`src/rtl/arbitro_escrita_reg.sv`:
```
`default_nettype none
// ============================================================================
// Module      : arbitro_escrita_reg
// Description : Register-file write-port arbiter.
//
//               The primary writer (datapath writeback) always wins and is
//               forwarded with zero latency. Secondary writes (long-latency
//               unit) are queued in a 2-entry FIFO. They drain whenever the
//               primary is idle.
//
//               If the primary keeps the port busy for LIMITE_ESPERA
//               consecutive cycles while an entry waits, a one-cycle
//               processor stall is forced. During that stall the FIFO head
//               is written.
//
// Parameters  : LIMITE_ESPERA    blocked cycles before a forced stall (1..15)
//
// Ports       : clock, reset     clock / asynchronous active-high reset
//               mux_REGISTRADOR  primary address select (1 = R[t], 2 = R[d])
//               endereco_2/3     R[t] / R[d] addresses
//               escreve_principal, dado_principal   primary write request
//               sec_valido, sec_endereco, sec_dado  secondary write request
//               sec_pronto       secondary request accepted this cycle
//               reg_escreve, endereco_escrita, dado_escrita  write port
//               parar_processador  one-cycle datapath stall request
//               cont_escritas_sec, cont_paradas  (only with the macro below)
//
// Options     : define ARBITRO_ESCRITA_CONTADORES_EN to add the saturating
//               secondary-write and stall-cycle counters.
//
// Revision    : 1.0  initial release
// ============================================================================
module arbitro_escrita_reg #(
    parameter int LIMITE_ESPERA = 4
) (
    input  logic        clock,
    input  logic        reset,
    input  logic [1:0]  mux_REGISTRADOR,
    input  logic [4:0]  endereco_2,
    input  logic [4:0]  endereco_3,
    input  logic        escreve_principal,
    input  logic [31:0] dado_principal,
    input  logic        sec_valido,
    input  logic [4:0]  sec_endereco,
    input  logic [31:0] sec_dado,
    output logic        sec_pronto,
    output logic        reg_escreve,
    output logic [4:0]  endereco_escrita,
    output logic [31:0] dado_escrita,
`ifdef ARBITRO_ESCRITA_CONTADORES_EN
    output logic        parar_processador,
    output logic [15:0] cont_escritas_sec,
    output logic [15:0] cont_paradas
`else
    output logic        parar_processador
`endif
);

    localparam logic [1:0] OCIOSO   = 2'd0;
    localparam logic [1:0] PENDENTE = 2'd1;
    localparam logic [1:0] PARADA   = 2'd2;

    localparam logic [3:0] LIMITE_C = 4'(LIMITE_ESPERA);

    // FIFO storage: 2-entry ring buffer.
    logic [4:0]  fifo_end_q  [0:1];
    logic [31:0] fifo_dado_q [0:1];
    logic        ptr_rd_q, ptr_wr_q;
    logic [1:0]  ocupacao_q, ocupacao_d;

    logic [1:0]  estado_q, estado_d;
    logic [3:0]  espera_q, espera_d;

    // Cleared by reset, set on the first edge afterwards. This keeps
    // sec_pronto low until the arbiter has seen a clock out of reset.
    logic        pronto_q;

    logic [4:0]  end_principal;
    logic        principal_ativo;
    logic        push, pop;

    // ------------------------------------------------------------------
    // Primary request decode
    // ------------------------------------------------------------------
    always_comb begin
        end_principal = 5'd0;
        case (mux_REGISTRADOR)
            2'd1:    end_principal = endereco_2;
            2'd2:    end_principal = endereco_3;
            default: end_principal = 5'd0;
        endcase
    end

    // A zero address selects nothing, which also covers mux values 0 and 3.
    // The primary is masked during the forced stall.
    assign principal_ativo = escreve_principal && (end_principal != 5'd0)
                             && (estado_q != PARADA);

    assign parar_processador = (estado_q == PARADA);

    // Ready depends only on registered occupancy. A pop in the same cycle
    // therefore cannot reopen a full FIFO.
    assign sec_pronto = pronto_q && (ocupacao_q != 2'd2);

    // A request to address 0 completes the handshake but is never stored.
    assign push = sec_valido && sec_pronto && (sec_endereco != 5'd0);
    assign pop  = (ocupacao_q != 2'd0) && !principal_ativo;

    // ------------------------------------------------------------------
    // Write port (combinational, forced to 0 while reset is asserted)
    // ------------------------------------------------------------------
    always_comb begin
        reg_escreve      = 1'b0;
        endereco_escrita = 5'd0;
        dado_escrita     = 32'd0;
        if (!reset) begin
            if (principal_ativo) begin
                reg_escreve      = 1'b1;
                endereco_escrita = end_principal;
                dado_escrita     = dado_principal;
            end else if (ocupacao_q != 2'd0) begin
                reg_escreve      = 1'b1;
                endereco_escrita = fifo_end_q[ptr_rd_q];
                dado_escrita     = fifo_dado_q[ptr_rd_q];
            end
        end
    end

    // ------------------------------------------------------------------
    // Occupancy and state machine next-state
    // ------------------------------------------------------------------
    always_comb begin
        ocupacao_d = ocupacao_q;
        case ({push, pop})
            2'b10:   ocupacao_d = ocupacao_q + 2'd1;
            2'b01:   ocupacao_d = ocupacao_q - 2'd1;
            default: ocupacao_d = ocupacao_q;
        endcase
    end

    always_comb begin
        estado_d = estado_q;
        espera_d = espera_q;
        case (estado_q)
            OCIOSO: begin
                espera_d = 4'd0;
                if (push)
                    estado_d = PENDENTE;
            end
            PENDENTE: begin
                if (pop) begin
                    espera_d = 4'd0;
                    if (ocupacao_d == 2'd0)
                        estado_d = OCIOSO;
                end else if (principal_ativo) begin
                    espera_d = espera_q + 4'd1;
                    // Stall on the edge where the count reaches the limit.
                    if (espera_d >= LIMITE_C)
                        estado_d = PARADA;
                end
            end
            PARADA: begin
                espera_d = 4'd0;
                estado_d = (ocupacao_d != 2'd0) ? PENDENTE : OCIOSO;
            end
            default: begin
                espera_d = 4'd0;
                estado_d = OCIOSO;
            end
        endcase
    end

    // ------------------------------------------------------------------
    // Sequential state
    // ------------------------------------------------------------------
    always_ff @(posedge clock or posedge reset) begin
        if (reset) begin
            fifo_end_q[0]  <= 5'd0;
            fifo_end_q[1]  <= 5'd0;
            fifo_dado_q[0] <= 32'd0;
            fifo_dado_q[1] <= 32'd0;
            ptr_rd_q       <= 1'b0;
            ptr_wr_q       <= 1'b0;
            ocupacao_q     <= 2'd0;
            estado_q       <= OCIOSO;
            espera_q       <= 4'd0;
            pronto_q       <= 1'b0;
        end else begin
            pronto_q   <= 1'b1;
            ocupacao_q <= ocupacao_d;
            estado_q   <= estado_d;
            espera_q   <= espera_d;
            if (push) begin
                fifo_end_q[ptr_wr_q]  <= sec_endereco;
                fifo_dado_q[ptr_wr_q] <= sec_dado;
                ptr_wr_q              <= ptr_wr_q + 1'b1;
            end
            if (pop)
                ptr_rd_q <= ptr_rd_q + 1'b1;
        end
    end

`ifdef ARBITRO_ESCRITA_CONTADORES_EN
    logic [15:0] cont_sec_q, cont_par_q;

    always_ff @(posedge clock or posedge reset) begin
        if (reset) begin
            cont_sec_q <= 16'd0;
            cont_par_q <= 16'd0;
        end else begin
            if (pop && (cont_sec_q != 16'hFFFF))
                cont_sec_q <= cont_sec_q + 16'd1;
            if ((estado_q == PARADA) && (cont_par_q != 16'hFFFF))
                cont_par_q <= cont_par_q + 16'd1;
        end
    end

    assign cont_escritas_sec = cont_sec_q;
    assign cont_paradas      = cont_par_q;
`endif

endmodule
`default_nettype wire

```
`config.mk`:
```
export PLATFORM = sky130hd
export DESIGN_NAME = arbitro_escrita_reg
export DESIGN_NICKNAME = d
export VERILOG_FILES = /design/src/rtl/arbitro_escrita_reg.sv
export SDC_FILE = /design/constraint.sdc
export NUM_CORES = 1
export LEC_CHECK = 0
export ABC_CLOCK_PERIOD_IN_PS = 7050
export CORE_AREA = 2 2 129 131
export CTS_CLUSTER_SIZE = 8
export DETAILED_ROUTE_END_ITERATION = 6
export DIE_AREA = 0 0 131 133
export GPL_ROUTABILITY_DRIVEN = 0
export GPL_TIMING_DRIVEN = 0
export SYNTH_ARGS = -nofsm -noshare
export SYNTH_HDL_FRONTEND = slang
export SYNTH_SLANG_ARGS = --single-unit
```
`constraint.sdc`:
```
create_clock -name clock -period 7.05 [get_ports clock]
set_input_delay 1.41 -clock clock [delete_from_list [all_inputs] [get_ports clock]]
set_output_delay 1.41 -clock clock [all_outputs]
set_load 0.05 [all_outputs]
```
==> results.txt, run 1 <==
* Element type at the critical path end: output port
- Clock-pin slew was measured on the worst setup and hold paths at 0.06 ns.
- Pin placement for this block handled 125 I/O pins.
- The design draws 2.88 mW.
* Yosys reg bits: 85
- For the finished layout, the period the worst path requires is 6.22 ns.
- Critical path required time: 5.64 ns
* Final critical-path share of the clock period: 0.882
* Antenna Diode Count: 0
- Headroom to the max-slew limit: 0.402
* Worst hold path type: reg2reg
- Relative to the synthesized area, the layout overhead comes to 39.9%.
- Data on the critical path arrives at its endpoint at 4.81 ns.
- Reg power frac: 0.298
- Number of placement rows: 47
- Cell count after synthesis: 395
- Die Y-Extent: 133 um
* Fmax: 0.161 GHz
* Wire length per cell after detailed routing: 16.8 um
- The analysis attributes to cell leakage a power of 2.82 nW.
* Dominant combinational cell family by area after synthesis: multiplexers
- Switching Power: 1.06 mW
* Startpoint type of the worst setup path: input port
* Horizontal extent of the die: 131 um
* Clock Path Buffers: 2
- Buffers placed on the I/O ports in this run total 123.
* Yosys top cell by area: sky130_fd_sc_hd__dfrtp_1
- The root buffer cell chosen for the clock tree is sky130_fd_sc_hd__clkbuf_16.
- Parity-gate share of the synthesized area counting xor and xnor cells: 0.0166
- Across the routed clock network, the largest skew measured is 0.00368 ns.
* Pin count of the biggest net entering global routing: 63
- Synthesis instantiated 35 different standard cells from the library.
- The number of nets in the synthesized netlist is 484.
- Actual transition at the worst max-transition pin: 0.897 ns
- Post-synthesis compound-gate area fraction: 0.0673
* Wire length of the first global-routing pass: 20100 um
* Mean cell area of the mapped netlist: 12.0 um^2
- Across the run, the number of max-cap violations was 0.
* Area share of fa/ha/maj cells after synthesis: 0.0105
* Starting utilization of the core area: 0.294
- The cell area that synthesis handed to floorplanning was 0.00476 mm^2.
- Result of the run: finished clean
- The number of antenna violations at the first check in global routing came to 0.
- Via total after detailed routing: 3523
- Final-stage net count: 619
- CTS built an H-tree with a depth of 3.
* Share of layout cells above drive strength 1: 0.213
* Count of final max-slew check failures: 0
* CORE AREA: 0.0162 mm^2
- Final WL: 12700 um
- The count of nets left with antenna violations once routing finished came out at 0.
* Number of buffers created by CTS: 9
- Of the post-synthesis cell area, the part taken by muxes is 0.305.
- Filler Cell Count: 1525
- The detailed router finished its first iteration with 128 violations.
- In the global route stage, overall resource usage came out at 0.150.
- Setup repair after global routing left no endpoint under its margin.
* Sink count of the clock tree: 85
- Of the total synthesized cell area, the portion taken by AND, OR, NAND and NOR gates is 0.110.
* Cell internal pwr: 1.83 mW
- Fraction of power consumed by the clock network: 0.195
* Die area: 0.0174 mm^2
- TritonCTS clock tree: built
- After detailed routing, the number of vias per cell comes to 4.67.
* Clock latency of the later-clocked register in the worst-skew pair: 0.33 ns
- Largest fanout on the critical path: 10
- Combinational Power Share: 0.507
- Pwr dens: 433 mW/mm^2
- Ys Warns: 0
* Category of the most critical setup path: in2out
- In this run, post-CTS repair resized a total of 0 instances.
- Pre-Repair DR Iteration Count: 4
- For this run, design rule violations remaining after detail routing come to 0.
* # setup viols final: 0
* Cell types with the largest area share after synthesis: sky130_fd_sc_hd__dfrtp_1 45%, sky130_fd_sc_hd__mux2_4 19%, sky130_fd_sc_hd__mux2i_1 7.8%
- Minimum hold slack: 0.506 ns
- Share of the yosys chip area belonging to registers: 0.447
- Via count of the first global-routing pass: 3857
- Max rail drop VDD: 0.000177 V
- The number of hold buffers added after CTS was 0.
- The wire-length estimate of the detail-placed layout is 9170 um.
* Congestion Overflow GR: 0
- Number of buffers inserted to repair setup after CTS: 0
* Area share of the largest cell type after synthesis: 0.447
- Hold violation count in the final report: 0
* Proportion of total power due to net switching: 0.367
-- logic make-up after synthesis --
logic type	after synthesis
fa+ha+maj	4
mux	113
buf+inv	32
xor+xnor	9
compound gates	54
flops	85
simple gates	97
other cells	1
-- worst paths after layout --
kind | start | to | slack [ns] | depth (start not counted)
worst max-delay path | mux_REGISTRADOR[0] | dado_escrita[24] | 0.83 | 10
min in group asynchronous | reset | fifo_dado_q[7]$_DFFE_PP0P_ | 1.37 | 2
worst max register to register | estado_q[1]$_DFFE_PP0P_ | estado_q[0]$_DFFE_PP0P_ | 4.35 | 10
worst min register to register | fifo_dado_q[61]$_DFFE_PP0P_ | fifo_dado_q[61]$_DFFE_PP0P_ | 0.51 | 1
max in group asynchronous | reset | fifo_dado_q[63]$_DFFE_PP0P_ | 5.07 | 3
worst min-delay path | fifo_dado_q[61]$_DFFE_PP0P_ | fifo_dado_q[61]$_DFFE_PP0P_ | 0.51 | 1
-- registers in the layout (all words and copies together) (netlist names) --
| signal | cells |
|---|---|
| ocupacao_q | 2 |
| pronto_q | 1 |
| fifo_end_q | 10 |
| ptr_wr_q | 1 |
| espera_q | 4 |
| fifo_dado_q | 64 |
| ptr_rd_q | 1 |
| estado_q | 2 |
-- metal layers --
| metal | global-route usage | part of all wire | vias to the layer above |
|---|---|---|---|
| li1 | - | - | 1680 |
| met1 | 0.198 | 0.46 | 1725 |
| met2 | 0.246 | 0.47 | 106 |
| met3 | 0.0295 | 0.052 | 12 |
| met4 | 0.0496 | 0.013 | 0 |
| met5 | 0 | 0 | - |
-- power by group through the flow --
stage	Sequential, mW	Combinational (mW)	Clock, mW
global placement	0.852	1.45	0
global route	0.889	1.57	0.592
floorplan	0.826	1.09	0
CTS	0.861	1.48	0.573
finish	0.859	1.46	0.563
detailed placement	0.866	1.47	0
-- through the flow --
stage | instance area [um^2] | std cells | setup TNS (ns) | worst slack [ns] | utilization
final | 6660 | 755 | 0 | 0.831 | 0.412
after global routing | 6660 | 755 | 0 | 0.571 | 0.412
after CTS | 6660 | 755 | 0 | 0.825 | 0.412
after detailed placement | 6300 | 739 | 0 | 0.806 | 0.389
after global placement | 6270 | 738 | -0.484 | -0.126 | 0.387
after floorplan | 4760 | 395 | 0 | 1.05 | -
-- cell type report --
| cell class | instances | area (um^2) | area share |
|---|---|---|---|
| repair buffers | 124 | 1260 | 0.189 |
| clock inverters | 3 | 90.1 | 0.0135 |
| plain buffers | 26 | 179 | 0.0269 |
| flip-flops and latches | 85 | 2130 | 0.320 |
| clock buffers | 13 | 270 | 0.0406 |
| inverters | 6 | 30.0 | 0.00451 |
| multi-input cells | 278 | 2430 | 0.364 |
| well taps | 220 | 275 | 0.0414 |
-- critical path, stage by stage --
cell and delay, ns:
sky130_fd_sc_hd__clkdlybuf4s50_1 0.48, sky130_fd_sc_hd__inv_1 0.05, sky130_fd_sc_hd__ha_1 0.31, sky130_fd_sc_hd__nor3b_1 0.26
sky130_fd_sc_hd__a21boi_2 0.52, sky130_fd_sc_hd__buf_6 0.22, sky130_fd_sc_hd__clkbuf_1 0.45, sky130_fd_sc_hd__nand2_1 0.12
sky130_fd_sc_hd__a21oi_1 0.15, sky130_fd_sc_hd__clkdlybuf4s50_1 0.82
-- placed cells by master (no fill, tap or decap), drive strengths merged, types with 10 or more instances in the layout --
cell type        n
clkbuf          26
clkdlybuf4s50  123
mux2            76
buf             14
nand2           40
a21oi           37
or3             34
mux2i           37
nor2            10
dfrtp           85
-- cell usage after synthesis --
cell and number:
sky130_fd_sc_hd__o22ai_1 4, sky130_fd_sc_hd__conb_1 1, sky130_fd_sc_hd__ha_1 4, sky130_fd_sc_hd__nor2_8 2, sky130_fd_sc_hd__buf_4 1, sky130_fd_sc_hd__buf_2 2
sky130_fd_sc_hd__nand3_1 1, sky130_fd_sc_hd__o211a_4 1, sky130_fd_sc_hd__inv_6 1, sky130_fd_sc_hd__nor3_1 3, sky130_fd_sc_hd__mux2i_1 37, sky130_fd_sc_hd__o21ai_2 2
sky130_fd_sc_hd__o21ai_0 1, sky130_fd_sc_hd__nor3b_1 1, sky130_fd_sc_hd__or4_4 1, sky130_fd_sc_hd__nand3b_1 3, sky130_fd_sc_hd__buf_6 10, sky130_fd_sc_hd__inv_1 5
sky130_fd_sc_hd__xor2_1 4, sky130_fd_sc_hd__clkbuf_1 13, sky130_fd_sc_hd__nand2_1 40, sky130_fd_sc_hd__nor2b_1 1, sky130_fd_sc_hd__or3_1 34, sky130_fd_sc_hd__a31oi_1 1
sky130_fd_sc_hd__mux2_4 60, sky130_fd_sc_hd__a21oi_1 37, sky130_fd_sc_hd__or4_1 2, sky130_fd_sc_hd__mux2_2 16, sky130_fd_sc_hd__dfrtp_1 85, sky130_fd_sc_hd__a21boi_2 1
sky130_fd_sc_hd__xnor2_1 5, sky130_fd_sc_hd__nand2b_1 1, sky130_fd_sc_hd__nor2_1 8, sky130_fd_sc_hd__a21boi_1 1, sky130_fd_sc_hd__a22oi_1 6
Note: power is estimated with default switching activity, not from simulation.
==> inputs of run 2 (changes only) <==
CORE_AREA = 2 2 113 115   (was 2 2 129 131)
DIE_AREA = 0 0 115 117   (was 0 0 131 133)
PLACE_DENSITY = 0.66   (was unset)
==> results.txt, run 2 (synthesized netlist as in run 1, its figures left out) <==
- Result of the run: finished clean (unchanged).
- Category of the most critical setup path: in2out (unchanged)
- The net switching fraction of the power was 0.369 (was 0.367).
- Setup WS pre-CTS: 0.858 ns (was 0.806 ns)
- The count of routing violations after the opening detailed-route iteration was 119 (was 128).
- Element type at the critical path end: output port (unchanged)
* Die Y-Extent: 117 um (was 133 um)
- GRT Overall Usage: 0.185 (was 0.150)
* Clock Path Buffers: 2 (unchanged)
- TritonCTS clock tree: built (unchanged)
- Clock latency of the later-clocked register in the worst-skew pair: 0.33 ns (about the same)
- The worst slew margin relative to its limit was 0.425 (was 0.402).
- Post-layout worst setup margin: 0.882 ns (was 0.831 ns)
* Pre-Repair DR Iteration Count: 4 (unchanged)
* Largest fanout on the critical path: 10 (unchanged)
- Number of placement rows: 41 (was 47)
* Cell internal pwr: 1.80 mW (was 1.83 mW)
- The die extent in x is 115 um (was 131 um).
- Antenna Diode Count: 0 (unchanged)
- The largest clock skew in the final design is 0.00571 ns (was 0.00368 ns).
- Number of antenna violations at the first check in global routing: 0 (unchanged)
- The setup fix buffers added after clock tree synthesis was 0 (unchanged).
- DP Cell Count: 669 (was 739)
- Leakage power: 2.80 nW (was 2.82 nW)
- Congestion Overflow GR: 0 (unchanged)
- Commonest cells after routing, fill and taps aside: 123 x sky130_fd_sc_hd__clkdlybuf4s50_1, 85 x sky130_fd_sc_hd__dfrtp_1, 60 x sky130_fd_sc_hd__mux2_4, 40 x sky130_fd_sc_hd__nand2_1 (unchanged)
* Pwr dens: 435 mW/mm^2 (was 433 mW/mm^2)
- Startpoint of the most critical hold path: fifo_dado_q[31]$_DFFE_PP0P_ (was fifo_dado_q[61]$_DFFE_PP0P_)
- The start point of the critical path is mux_REGISTRADOR[0] (unchanged).
* Pin count of the biggest net entering global routing: 69 (was 63)
* Critical register-to-register path startpoint: estado_q[1]$_DFFE_PP0P_ (unchanged)
- Max rail drop VDD: 0.000198 V (was 0.000177 V)
- The routed length per instance is 17.5 um (was 16.8 um).
* CTS clock-pin slew for the worst setup and hold paths: 0.06 ns (about the same)
* Routed wl met3: 752 um (was 662 um)
- Avg Vias per Cell: 5.07 (was 4.67)
- Quantity of hold-fixing buffers added after cts: 0 (unchanged)
* Post-DP HPWL: 8520 um (was 9170 um)
* Utilization of the core after routing: 0.532 (was 0.412)
* Number of resized instances in the post-cts repair step: 0 (unchanged)
- The TritonCTS sink count came to 85 (unchanged).
* Combinational Power Share: 0.511 (was 0.507)
* Reg power frac: 0.301 (was 0.298)
- Fmax: 0.162 GHz (was 0.161 GHz)
* Number of buffers created by CTS: 9 (unchanged)
- Largest registers in the final layout: fifo_dado_q (64), fifo_end_q (10), espera_q (4) (unchanged)
* Final WL: 12000 um (was 12700 um)
- The die area is 0.0135 mm^2 (was 0.0174 mm^2).
- Critical path required time: 5.64 ns (about the same)
* Count of nets left with antenna violations after detail routing: 0 (unchanged)
- Final critical-path share of the clock period: 0.875 (was 0.882)
- Overall power of the completed layout: 2.85 mW (was 2.88 mW)
- Fraction of power consumed by the clock network: 0.188 (was 0.195)
- Setup repair after global routing missed its margin: false (unchanged).
* Via count of the first global-routing pass: 3709 (was 3857)
* Hold violation count in the final report: 0 (unchanged)
- The actual transition at the worst max-transition pin is 0.863 ns (was 0.897 ns).
* Filler Cell Count: 1078 (was 1525)
* Leading cell type in the layout, fill and taps excluded: sky130_fd_sc_hd__clkdlybuf4s50_1 (unchanged)
* Switching Power: 1.05 mW (was 1.06 mW)
- Via total after detailed routing: 3471 (was 3523)
- Fin crit period: 6.17 ns (was 6.22 ns)
- The quantity of I/O buffers inserted on ports came to 123 (unchanged).
- The initial core utilization was 0.387 (was 0.294).
- Total of max-cap violations: 0 (unchanged)
- The startpoint type of the worst setup path is an input port (unchanged).
* Share of layout cells above drive strength 1: 0.213 (unchanged)
- The number of levels in the clock H-tree came to 3 (unchanged).
- Wl on met1: 5420 um (was 5850 um)
- Buffer cell driving the clock tree root: sky130_fd_sc_hd__clkbuf_16 (unchanged)
- Wire length on met2: 5740 um (was 6010 um)
- Final cell count without fillers: 685 (was 755)
- The number of remaining DRC errors was 0 (unchanged).
- Syn-to-layout area delta: 37.6% (was 39.9%)
* CORE AREA: 0.0123 mm^2 (was 0.0162 mm^2)
- Max FFs per register: 64 (unchanged)
- Top routing layer in use: met4 (unchanged)
- The count of endpoints failing setup in the final report is 0 (unchanged).
- Arrival time of the worst setup path: 4.76 ns (was 4.81 ns)
- The number of top-level pins is 125 (unchanged).
- The register containing the most flip-flops in the final layout is fifo_dado_q (unchanged).
- The type of the most critical hold path was reg2reg (unchanged).
* Minimum hold slack: 0.506 ns (about the same)
- Wire length of the first global-routing pass: 19300 um (was 20100 um)
- The layout net count is 619 (unchanged).
- The final max-slew violation count came to 0 (unchanged).
run 2: power by group through the flow:
stage	Combinational, mW	Clock (mW)	Sequential (mW)
floorplan	1.09	0	0.826
global placement	1.44	0	0.851
detailed placement	1.45	0	0.863
CTS	1.47	0.546	0.858
global route	1.56	0.566	0.888
finish	1.45	0.536	0.858
run 2: worst paths after layout:
check,endpoint,slack (ns),depth (start not counted)
min in group asynchronous,fifo_dado_q[29]$_DFFE_PP0P_,1.25,2
hold / removal,fifo_dado_q[31]$_DFFE_PP0P_,0.51,1
hold reg to reg,fifo_dado_q[31]$_DFFE_PP0P_,0.51,1
setup / recovery,dado_escrita[3],0.88,10
max in group asynchronous,espera_q[0]$_DFFE_PP0N_,5.16,3
setup reg to reg,estado_q[0]$_DFFE_PP0P_,4.37,10
run 2: metrics by stage:
step	TNS, ns	cell area (um^2)
floorplan	0	4760
global placement	-0.0251	6180
detailed placement	0	6210
CTS	0	6550
global route	0	6550
finish	0	6550
run 2: layout make-up:
type                       count  area [um^2]  area share
tap                          150          188      0.0287
multi-input combinational    278         2430       0.370
clock inverter                 6          111      0.0170
sequential                    85         2130       0.325
timing repair buffer         124         1260       0.192
clock buffer                  10          229      0.0350
buffer                        26          179      0.0273
inverter                       6         30.0     0.00459
run 2: metal layers:
metal	track usage	vias to the layer above
met1	0.236	1693
met4	0.0434	0
met2	0.324	98
met3	0.0402	9
met5	0	-
li1	-	1671
run 2: critical path, stage by stage:
cell and delay, ns:
sky130_fd_sc_hd__clkdlybuf4s50_1 0.49, sky130_fd_sc_hd__inv_1 0.05, sky130_fd_sc_hd__ha_1 0.31, sky130_fd_sc_hd__nor3b_1 0.27
sky130_fd_sc_hd__a21boi_2 0.49, sky130_fd_sc_hd__buf_6 0.21, sky130_fd_sc_hd__clkbuf_1 0.40, sky130_fd_sc_hd__nand2_1 0.12
sky130_fd_sc_hd__a21oi_1 0.17, sky130_fd_sc_hd__clkdlybuf4s50_1 0.83
